[src/rtl/inst_fetch_unit.sv]
// Instruction fetch front-end.
//
// Walks the instruction ROM from start_addr to end_addr (inclusive, wrapping
// modulo 2^ADDR_W) and queues the returned words in a DEPTH-entry prefetch
// FIFO. The FIFO head goes to the execute stage over a valid/ready handshake.
//
// Ports:
//   clk, rst_n            clock, asynchronous active-low reset
//   start                 begin a run (accepted only when idle)
//   start_addr, end_addr  run address range, sampled on an accepted start
//   halt_req              abort the run, flush the FIFO, return to idle
//   imem_en, imem_addr    ROM read strobe / address
//   imem_rdata            ROM data, valid one cycle after imem_en
//   ir_out, ir_valid      FIFO head word and its valid flag
//   ir_ready              consumer accepts ir_out this cycle
//   pc                    next address to fetch
//   busy                  run in progress (fetching or draining)
//   done                  one-cycle pulse when the last word of a run is accepted
module inst_fetch_unit #(
  parameter int unsigned ADDR_W = 8,
  parameter int unsigned DEPTH  = 4
) (
  input  logic              clk,
  input  logic              rst_n,
  input  logic              start,
  input  logic [ADDR_W-1:0] start_addr,
  input  logic [ADDR_W-1:0] end_addr,
  input  logic              halt_req,
  output logic              imem_en,
  output logic [ADDR_W-1:0] imem_addr,
  input  logic [31:0]       imem_rdata,
  output logic [31:0]       ir_out,
  output logic              ir_valid,
  input  logic              ir_ready,
  output logic [ADDR_W-1:0] pc,
  output logic              busy,
  output logic              done
);

  localparam int unsigned PtrW = (DEPTH > 1) ? $clog2(DEPTH) : 1;
  localparam int unsigned CntW = PtrW + 1;

  typedef enum logic [1:0] {StIdle, StFetch, StDrain} state_e;

  state_e            state_q, state_d;
  logic [ADDR_W-1:0] pc_q, pc_d;
  logic [ADDR_W-1:0] end_q, end_d;
  logic              inflight_q, inflight_d;
  logic [CntW-1:0]   count_q, count_d;
  logic [PtrW-1:0]   rd_ptr_q, rd_ptr_d;
  logic [PtrW-1:0]   wr_ptr_q, wr_ptr_d;
  logic [31:0]       fifo_q [DEPTH];
  logic [31:0]       fifo_d [DEPTH];

  logic            issue;
  logic            push;
  logic            pop;
  logic [CntW-1:0] occupancy;

  // Datapath handshakes and outputs.
  always_comb begin
    // Slots already promised to a read in flight count as occupied, so the
    // FIFO can never overflow when the data lands.
    occupancy = count_q + CntW'(inflight_q);
    issue     = (state_q == StFetch) && !halt_req && (occupancy < CntW'(DEPTH));
    // Data returning during a halt belongs to the aborted run.
    push      = inflight_q && !halt_req;
    ir_valid  = (count_q != '0);
    pop       = ir_valid && ir_ready;
    ir_out    = fifo_q[rd_ptr_q];
    imem_en   = issue;
    imem_addr = pc_q;
    pc        = pc_q;
    busy      = (state_q != StIdle);
    // Last word of the run: nothing else queued or on its way back.
    done      = (state_q == StDrain) && !halt_req && pop && !inflight_q &&
                (count_q == CntW'(1));
  end

  // FIFO bookkeeping.
  always_comb begin
    fifo_d     = fifo_q;
    count_d    = count_q;
    rd_ptr_d   = rd_ptr_q;
    wr_ptr_d   = wr_ptr_q;
    inflight_d = issue;

    if (push) begin
      fifo_d[wr_ptr_q] = imem_rdata;
      wr_ptr_d         = wr_ptr_q + PtrW'(1);
    end
    if (pop) begin
      rd_ptr_d = rd_ptr_q + PtrW'(1);
    end
    case ({push, pop})
      2'b10:   count_d = count_q + CntW'(1);
      2'b01:   count_d = count_q - CntW'(1);
      default: count_d = count_q;
    endcase

    if (halt_req && (state_q != StIdle)) begin
      count_d    = '0;
      rd_ptr_d   = '0;
      wr_ptr_d   = '0;
      inflight_d = 1'b0;
    end
  end

  // Run control.
  always_comb begin
    state_d = state_q;
    pc_d    = pc_q;
    end_d   = end_q;

    unique case (state_q)
      StIdle: begin
        // A simultaneous halt request cancels the start.
        if (start && !halt_req) begin
          state_d = StFetch;
          pc_d    = start_addr;
          end_d   = end_addr;
        end
      end
      StFetch: begin
        if (halt_req) begin
          state_d = StIdle;
        end else if (issue) begin
          pc_d = pc_q + ADDR_W'(1);
          if (pc_q == end_q) begin
            state_d = StDrain;
          end
        end
      end
      StDrain: begin
        if (halt_req || done) begin
          state_d = StIdle;
        end
      end
      default: state_d = StIdle;
    endcase
  end

  always_ff @(posedge clk or negedge rst_n) begin
    if (!rst_n) begin
      state_q    <= StIdle;
      pc_q       <= '0;
      end_q      <= '0;
      inflight_q <= 1'b0;
      count_q    <= '0;
      rd_ptr_q   <= '0;
      wr_ptr_q   <= '0;
      for (int i = 0; i < int'(DEPTH); i++) begin
        fifo_q[i] <= '0;
      end
    end else begin
      state_q    <= state_d;
      pc_q       <= pc_d;
      end_q      <= end_d;
      inflight_q <= inflight_d;
      count_q    <= count_d;
      rd_ptr_q   <= rd_ptr_d;
      wr_ptr_q   <= wr_ptr_d;
      fifo_q     <= fifo_d;
    end
  end

endmodule

[config.mk]
export PLATFORM = sky130hd
export DESIGN_NAME = inst_fetch_unit
export DESIGN_NICKNAME = d
export VERILOG_FILES = /design/src/rtl/inst_fetch_unit.sv
export SDC_FILE = /design/constraint.sdc
export NUM_CORES = 1
export LEC_CHECK = 0
export BUFFER_PORTS_ARGS = -buffer_cell sky130_fd_sc_hd__buf_2
export CAP_MARGIN = 5
export CORE_UTILIZATION = 40
export CTS_CLUSTER_DIAMETER = 80
export CTS_CLUSTER_SIZE = 28
export DETAILED_ROUTE_END_ITERATION = 8
export PLACE_DENSITY = 0.71
export SLEW_MARGIN = 20
export SYNTH_ARGS = -nofsm -noshare
export SYNTH_HDL_FRONTEND = slang
export SYNTH_SLANG_ARGS = --single-unit
[constraint.sdc]
create_clock -name clk -period 1.8 [get_ports clk]
set_input_delay 0.18 -clock clk [delete_from_list [all_inputs] [get_ports clk]]
set_output_delay 0.18 -clock clk [all_outputs]
set_load 0.02 [all_outputs]
==> results of run 1 <==
critical path: stages, from the launching register on:
cell and delay [ns]:
sky130_fd_sc_hd__dfrtp_2 0.41, sky130_fd_sc_hd__buf_12 0.21, sky130_fd_sc_hd__mux4_2 0.54, sky130_fd_sc_hd__buf_2 0.18
cell usage in the layout (no fill, tap or decap), types with 3 or more instances in the layout:
| master | instances |
|---|---|
| sky130_fd_sc_hd__dfrtp_1 | 150 |
| sky130_fd_sc_hd__mux2_2 | 120 |
| sky130_fd_sc_hd__buf_2 | 94 |
| sky130_fd_sc_hd__nand2_1 | 33 |
| sky130_fd_sc_hd__mux4_2 | 32 |
| sky130_fd_sc_hd__buf_4 | 22 |
| sky130_fd_sc_hd__clkbuf_16 | 17 |
| sky130_fd_sc_hd__dlygate4sd3_1 | 15 |
| sky130_fd_sc_hd__buf_6 | 14 |
| sky130_fd_sc_hd__nor2_1 | 11 |
| sky130_fd_sc_hd__xor2_1 | 10 |
| sky130_fd_sc_hd__buf_12 | 10 |
| sky130_fd_sc_hd__mux2_1 | 9 |
| sky130_fd_sc_hd__inv_1 | 7 |
| sky130_fd_sc_hd__ha_1 | 7 |
| sky130_fd_sc_hd__a21oi_1 | 6 |
| sky130_fd_sc_hd__nand2_2 | 5 |
| sky130_fd_sc_hd__inv_6 | 5 |
| sky130_fd_sc_hd__o21ai_0 | 4 |
| sky130_fd_sc_hd__a2bb2oi_1 | 4 |
| sky130_fd_sc_hd__clkinvlp_4 | 4 |
| sky130_fd_sc_hd__dfrtp_2 | 4 |
| sky130_fd_sc_hd__nand3_1 | 3 |
| sky130_fd_sc_hd__nand4_1 | 3 |
| sky130_fd_sc_hd__xnor2_1 | 3 |
| sky130_fd_sc_hd__a211oi_1 | 3 |
repair_timing:
item,CTS,global route
hold endpoints to repair,61,0
pin swaps,2,3
resized for setup,14,18
setup buffers,3,6
endpoints found under the setup margin,107,34
hold buffers,15,0
metrics by stage:
stage,cell area [um2],std cells,setup TNS (ns),setup WS [ns],hold WS (ns)
after global routing,9060,871,-5.73,-0.209,0.0101
final,9060,871,-3.66,-0.150,0.0226
after CTS,8960,865,-5.12,-0.190,0.000703
after detailed placement,8140,815,-1.37,-0.0516,0.164
after global placement,8140,815,0,0.0398,0.154
after floorplan,7220,496,0,0.121,-0.116
path summary, 6_finish.rpt:
path / from / to
worst min-delay path: imem_rdata[10] / fifo_q[106]
max in group asynchronous: rst_n / fifo_q[89]
min in group asynchronous: rst_n / end_q[4]
worst max-delay path: rd_ptr_q[0] / ir_out[0]
worst min register to register: fifo_q[69] / fifo_q[69]
worst max register to register: state_q[0] / imem_addr[0]
area by class of cell:
| type | instances | area [um2] |
|---|---|---|
| Tap cell | 225 | 282 |
| Sequential cell | 154 | 3860 |
| Fill cell | 1460 | 8420 |
| Timing Repair Buffer | 156 | 1150 |
| Clock inverter | 14 | 159 |
| Multi-Input combinational cell | 296 | 3140 |
| Clock buffer | 18 | 439 |
| Inverter | 8 | 30.0 |
per-layer routing:
layer | routed length [um] | share of wire | up-vias
met5 | 0 | 0 | -
met4 | 303 | 0.019 | 0
met3 | 645 | 0.041 | 25
met2 | 8360 | 0.53 | 98
met1 | 6580 | 0.41 | 2389
li1 | - | - | 2074
registers in the layout, indices dropped and copies added (netlist names):
signal,count
rd_ptr_q,2
wr_ptr_q,2
fifo_q,128
imem_addr,8
state_q,2
count_q,3
inflight_q,1
end_q,8
synth_stat cells, types with 4 or more instances:
| master | count |
|---|---|
| sky130_fd_sc_hd__dfrtp_1 | 154 |
| sky130_fd_sc_hd__a21oi_1 | 6 |
| sky130_fd_sc_hd__nor2_1 | 11 |
| sky130_fd_sc_hd__a2bb2oi_1 | 4 |
| sky130_fd_sc_hd__clkbuf_1 | 6 |
| sky130_fd_sc_hd__mux4_2 | 32 |
| sky130_fd_sc_hd__nand2_1 | 33 |
| sky130_fd_sc_hd__o21ai_0 | 4 |
| sky130_fd_sc_hd__xor2_1 | 10 |
| sky130_fd_sc_hd__nand2_2 | 5 |
| sky130_fd_sc_hd__mux2_1 | 9 |
| sky130_fd_sc_hd__buf_2 | 20 |
| sky130_fd_sc_hd__buf_4 | 9 |
| sky130_fd_sc_hd__inv_1 | 8 |
| sky130_fd_sc_hd__ha_1 | 9 |
| sky130_fd_sc_hd__mux2_2 | 120 |
kinds of logic (layout without fill, tap and decap cells):
family / count (synthesis) / count (layout) / synth area share
DFF: 154 / 154 / 0.534
muxes: 162 / 162 / 0.304
and+or+nand+nor: 79 / 79 / 0.0605
xor gates and xnor gates: 13 / 13 / 0.0158
adders and majority gates: 10 / 10 / 0.0170
AOI/OAI and AO/OA: 32 / 32 / 0.0333
buffers and inverters: 46 / 196 / 0.0357
power by group:
| group | leakage [nW] | switching [mW] | internal [mW] | total, mW |
|---|---|---|---|---|
| clock | 0.282 | 1.49 | 2.11 | 3.59 |
| combinational | 2.07 | 2.69 | 3.00 | 5.69 |
| sequential | 1.99 | 0.766 | 4.69 | 5.46 |
| total | 4.34 | 4.95 | 9.80 | 14.7 |
==> reports/summary.log, run 1 <==
INFO  outcome        run_status=finished with violations
INFO  outcome        failed_checks=negative setup slack
INFO  sta            timing.final.ws_setup=-0.150ns
INFO  route          wl_per_cell=18.2um
INFO  sta            timing.clock.skew=0.00787ns
INFO  worst_setup_path endpoint_kind=primary output
INFO  final_layout   antennaDiodeCount=0
INFO  synthesis      synth_cell_types=54
INFO  final_layout   layout-area-overhead-vs-synth=25.5%
INFO  route          detail_route.iter0.violations=222
INFO  power          power_density=1630nW/um2
INFO  worst_setup_path worst-endpoint-arrival=1.77ns
INFO  clock_tree     clock_tree.root_cell=sky130_fd_sc_hd__clkbuf_16
INFO  sta            setup_violations=33
INFO  placement      dp_hpwl=10400um
INFO  synthesis      synth.largest_area_cell=sky130_fd_sc_hd__dfrtp_1
INFO  global_routing grt-busiest-layer=met2
INFO  placement      io_buffers=104
INFO  clock_tree     clock_insertion_delay_worst_skew=0.43ns
INFO  route          postRouteAntennaNets=0
INFO  sta            report.final.slew_viol_count=0
INFO  clock_tree     clock_sinks=154
INFO  worst_setup_path critPathKind=reg2out
INFO  synthesis      synthesis.yosys.warnings=0
INFO  synthesis      synth_fp_nets=558
INFO  final_layout   final_layout_size_suffix_gt1_frac=0.543
INFO  floorplanning  core-area=17500um2
INFO  synthesis      yosysTopAreaCellShare=0.534
INFO  route          drt_drc_violations_left=0
INFO  floorplanning  rows=48
INFO  synthesis      synthesis.area=7220um2
INFO  floorplanning  dieHeight=136um
INFO  clock_tree     clk_path_buf_depth=2
INFO  synthesis      synthCells=496
INFO  power          leakage_power=4.34nW
INFO  worst_setup_path cp_data_required_time=1.62ns
INFO  global_routing largest_net_degree_at_the_start_of_global_routing=53
INFO  global_routing first_pass_grt_wire_length=25800um
INFO  route          drt-vias-per-instance=5.27
INFO  synthesis      syn_area_per_cell=14.6um2
INFO  worst_setup_path critical_path.startpoint_type=flip-flop
INFO  global_routing initial_antenna_violation_count=0
INFO  route          detail_route.wirelength=15900um
INFO  global_routing groute.layer.met2.usage=0.314
INFO  synthesis      synthFlopType=sky130_fd_sc_hd__dfrtp_1
INFO  route          total_via_count_in_the_routed_design=4586
INFO  final_layout   final_core_utilization=0.518
INFO  sta            finalHoldViolations=0
INFO  placement      gpl.final_weighted_congestion=0.813
INFO  global_routing met3_use_gr=0.0485
INFO  power          max_ir_drop_vdd=0.867mV
INFO  floorplanning  ioPinCount=105
INFO  flow_run       maxCapViolations=0
INFO  floorplanning  design.die.area=18600um2
INFO  sta            period_share=1.08
INFO  sta            relSlewSlack=0.650
INFO  sta            setup_repair_after_global_routing_missed_its_margin=yes
INFO  synthesis      synth_area_leaders=sky130_fd_sc_hd__dfrtp_1 53%, sky130_fd_sc_hd__mux2_2 19%, sky130_fd_sc_hd__mux4_2 10%
INFO  global_routing grt_overflow=0
INFO  worst_setup_path worst-r2r-setup-slack=0.04ns
INFO  clock_tree     tritoncts.num_buffers=17
INFO  global_routing vias_in_the_first_global_route=4991
INFO  final_layout   layout.nets=695
INFO  worst_hold_path hold_path.class=in2reg
INFO  sta            worst_slew_pin_slew=0.525ns
INFO  synthesis      synth-seq-area-share=0.534
INFO  synthesis      count_of_flip_flops_with_a_built_in_enable_after_synthesis=0
INFO  clock_tree     clkTransAtPathRegs=0.07ns
INFO  clock_tree     tritoncts=yes
INFO  global_routing met1_usage=0.219
INFO  sta            fmax=513MHz
INFO  sta            finalCriticalPeriod=1.95ns
INFO  floorplanning  initial_utilization=0.413
INFO  route          drt-pass1-iter-count=4
INFO  global_routing grt.total_usage=0.185
INFO  floorplanning  die_width=136um
INFO  synthesis      postSynthRegisterBits=154
INFO  clock_tree     clock_tree.htree_level_count=4
INFO  worst_setup_path worst_r2r_path_depth=6
INFO  worst_hold_path whs_path_depth=2
INFO  power          finalPower=14.7mW
INFO  worst_setup_path crit_path_max_fanout=17
INFO  synthesis      ys_async_sr_fraction=1.00
No activity file was read; power rests on OpenSTA's default activity.
==> run 2, diff against run 1 <==
--- a/config.mk
+++ b/config.mk
@@ -13,3 +13,3 @@
 export DETAILED_ROUTE_END_ITERATION = 8
-export PLACE_DENSITY = 0.71
+export SETUP_SLACK_MARGIN = 0.05
 export SLEW_MARGIN = 20
--- a/constraint.sdc
+++ b/constraint.sdc
@@ -3,2 +3,2 @@
 set_output_delay 0.18 -clock clk [all_outputs]
-set_load 0.02 [all_outputs]
+set_load 0.01 [all_outputs]
==> run 2 against run 1 <==
Compared with the run above: the flow still finishes with violations (negative setup slack); design area increased by 0.81%; final cell count shrank 0.46%; first-iteration DRC count fell by 41%; power is 2.0% lower; fmax is 0.54% higher; core utilization rose by 0.42 points; worst setup slack improved by 0.010 ns; flip-flop and latch count unchanged; via count down 3.2%; sequential power about the same; clock power decreased by 3%; critical path type unchanged; critical endpoint is now ir_out[11].
==> reports/summary.log, run 2 (synthesis results as in run 1) <==
INFO  sta            finalCriticalPeriod=1.94ns
INFO  floorplanning  design.die.area=18600um2
INFO  final_layout   final_core_utilization=0.523
INFO  final_layout   layout.nets=691
INFO  global_routing vias_in_the_first_global_route=4787
INFO  power          leakage_power=4.37nW
INFO  clock_tree     clock_tree.htree_level_count=4
INFO  power          power_frac_clock=0.242
INFO  worst_setup_path endpoint_kind=primary output
INFO  worst_setup_path critPathKind=reg2out
INFO  sta            setup_violations=32
INFO  floorplanning  initial_utilization=0.413
INFO  sta            period_share=1.08
INFO  sta            hold_slack=0.0170ns
INFO  placement      gpl.final_weighted_congestion=0.801
INFO  route          drt_drc_violations_left=0
INFO  global_routing largest_net_degree_at_the_start_of_global_routing=47
INFO  clock_tree     tritoncts=yes
INFO  final_layout   flip_flop_count_of_the_largest_register_all_copies_and_words_added=128
INFO  worst_setup_path crit_path_top_delay_cell=sky130_fd_sc_hd__mux4_2
INFO  sta            setup_repair_after_global_routing_missed_its_margin=yes
INFO  route          postRouteAntennaNets=0
INFO  sta            totalNegativeSetupSlack=-3.08ns
INFO  outcome        run_status=finished with violations
INFO  power          power.switching=4.40mW
INFO  placement      detailedPlace.worstSlack=-0.0948ns
INFO  flow_run       maxCapViolations=0
INFO  final_layout   layout-area-overhead-vs-synth=26.5%
INFO  power          power_density=1580nW/um2
INFO  final_layout   mostFrequentLayoutCells=150 x sky130_fd_sc_hd__dfrtp_1, 120 x sky130_fd_sc_hd__mux2_2, 81 x sky130_fd_sc_hd__buf_2, 33 x sky130_fd_sc_hd__nand2_1, 32 x sky130_fd_sc_hd__mux4_2
INFO  clock_tree     clock_insertion_delay_worst_skew=0.42ns
INFO  clock_tree     tritoncts.num_buffers=17
INFO  worst_setup_path ordered_list_of_cells_on_the_worst_path=buf_12 > mux4_2 > buf_6
INFO  clock_tree     clock_sinks=154
INFO  global_routing first_pass_grt_wire_length=24900um
INFO  worst_setup_path worst-endpoint-arrival=1.76ns
INFO  route          drt-pass1-iter-count=4
INFO  floorplanning  die_width=136um
INFO  power          cellInternalPower=10.1mW
INFO  final_layout   final_layout_size_suffix_gt1_frac=0.547
INFO  final_layout   antennaDiodeCount=0
INFO  global_routing grt.total_usage=0.178
INFO  floorplanning  dieHeight=136um
INFO  power          comb_power_share=0.382
INFO  worst_setup_path crit_path_max_fanout=11
INFO  clock_tree     clk_path_buf_depth=2
INFO  sta            finalHoldViolations=0
INFO  sta            worst_slew_pin_slew=0.490ns
INFO  placement      dp_hpwl=10400um
INFO  placement      io_buffers=104
INFO  clock_tree     clkTransAtPathRegs=0.06ns
INFO  floorplanning  core-area=17500um2
INFO  route          wl_per_cell=18.0um
INFO  worst_hold_path hold_path.class=in2reg
INFO  sta            timing.final.ws_setup=-0.139ns
INFO  route          detail_route.iter0.violations=130
INFO  sta            timing.clock.skew=0.0107ns
INFO  clock_tree     clock_tree.root_cell=sky130_fd_sc_hd__clkbuf_16
INFO  worst_setup_path cp_slowest_stage_delay=0.56ns
INFO  sta            fmax=516MHz
INFO  power          switching_share=0.304
INFO  floorplanning  ioPinCount=105
INFO  worst_setup_path critical_path.startpoint_type=flip-flop
INFO  power          power.sequential.fraction=0.376
INFO  route          drt-vias-per-instance=5.12
INFO  power          max_ir_drop_vdd=0.784mV
INFO  outcome        failed_checks=negative setup slack
INFO  final_layout   top_register=fifo_q
INFO  final_layout   layout_commonest_cell=sky130_fd_sc_hd__dfrtp_1
INFO  worst_setup_path cp_data_required_time=1.62ns
INFO  global_routing initial_antenna_violation_count=0
INFO  route          detail_route.wirelength=15600um
INFO  worst_setup_path critical-path-top-delay-family=multiplexers
INFO  sta            relSlewSlack=0.672
INFO  sta            report.final.slew_viol_count=0
INFO  global_routing grt_overflow=0
INFO  route          total_via_count_in_the_routed_design=4437
INFO  floorplanning  rows=48
INFO  worst_setup_path critPathBufInv=2
[run 2: worst reg2reg max path, stage by stage (launching register included)]
cell and delay (ns):
sky130_fd_sc_hd__dfrtp_1 0.38, sky130_fd_sc_hd__buf_4 0.13, sky130_fd_sc_hd__and3_4 0.21, sky130_fd_sc_hd__mux2i_4 0.25
sky130_fd_sc_hd__buf_4 0.22, sky130_fd_sc_hd__nand2_4 0.06, sky130_fd_sc_hd__buf_4 0.16, sky130_fd_sc_hd__a2bb2oi_1 0.16
[run 2: final cells by class]
cell class	count	area, um2
Fill cell	1487	8340
Sequential cell	154	3860
Multi-Input combinational cell	296	3140
Timing Repair Buffer	152	1240
Clock buffer	19	433
Tap cell	225	282
Clock inverter	13	143
Inverter	8	30.0
[run 2: final timing paths]
path | slack [ns] | start | cells past startpoint | to
worst max-delay path | -0.14 | rd_ptr_q[0] | 3 | ir_out[11]
worst min-delay path | 0.02 | imem_rdata[5] | 2 | fifo_q[69]
worst max register to register | 0.14 | count_q[1] | 7 | imem_addr[2]
worst min register to register | 0.49 | fifo_q[66] | 1 | fifo_q[66]
max in group asynchronous | 0.89 | rst_n | 3 | fifo_q[28]
min in group asynchronous | 0.27 | rst_n | 2 | end_q[4]
[run 2: per-layer routing]
layer / vias to the layer above / track usage / wire length [um]
met5: - / 0 / 0
li1: 2065 / - / -
met1: 2292 / 0.222 / 6840
met4: 0 / 0.0549 / 172
met2: 65 / 0.308 / 8120
met3: 15 / 0.0380 / 432
[run 2: power by group through the flow]
stage,registers [mW],clock network [mW],logic (mW)
global placement,5.38,0,4.86
global route,5.59,3.75,5.98
finish,5.44,3.49,5.52
CTS,5.44,3.59,5.37
detailed placement,5.49,0,4.97
floorplan,5.26,0,3.40
[run 2: stage by stage]
stage	cell area, um2	std cells	power, mW
after floorplan	7220	496	8.66
after detailed placement	8220	818	10.5
after CTS	9030	864	14.4
after global routing	9130	867	15.3
final	9130	867	14.5
after global placement	8220	818	10.2
[run 2: what timing repair did]
action | CTS | global route
setup buffers | 4 | 3
hold endpoints to repair | 51 | 0
cloned | 0 | 0
pin swaps | 0 | 3
setup endpoints to repair | 163 | 39
gates resized for setup | 20 | 15
hold buffers | 10 | 0
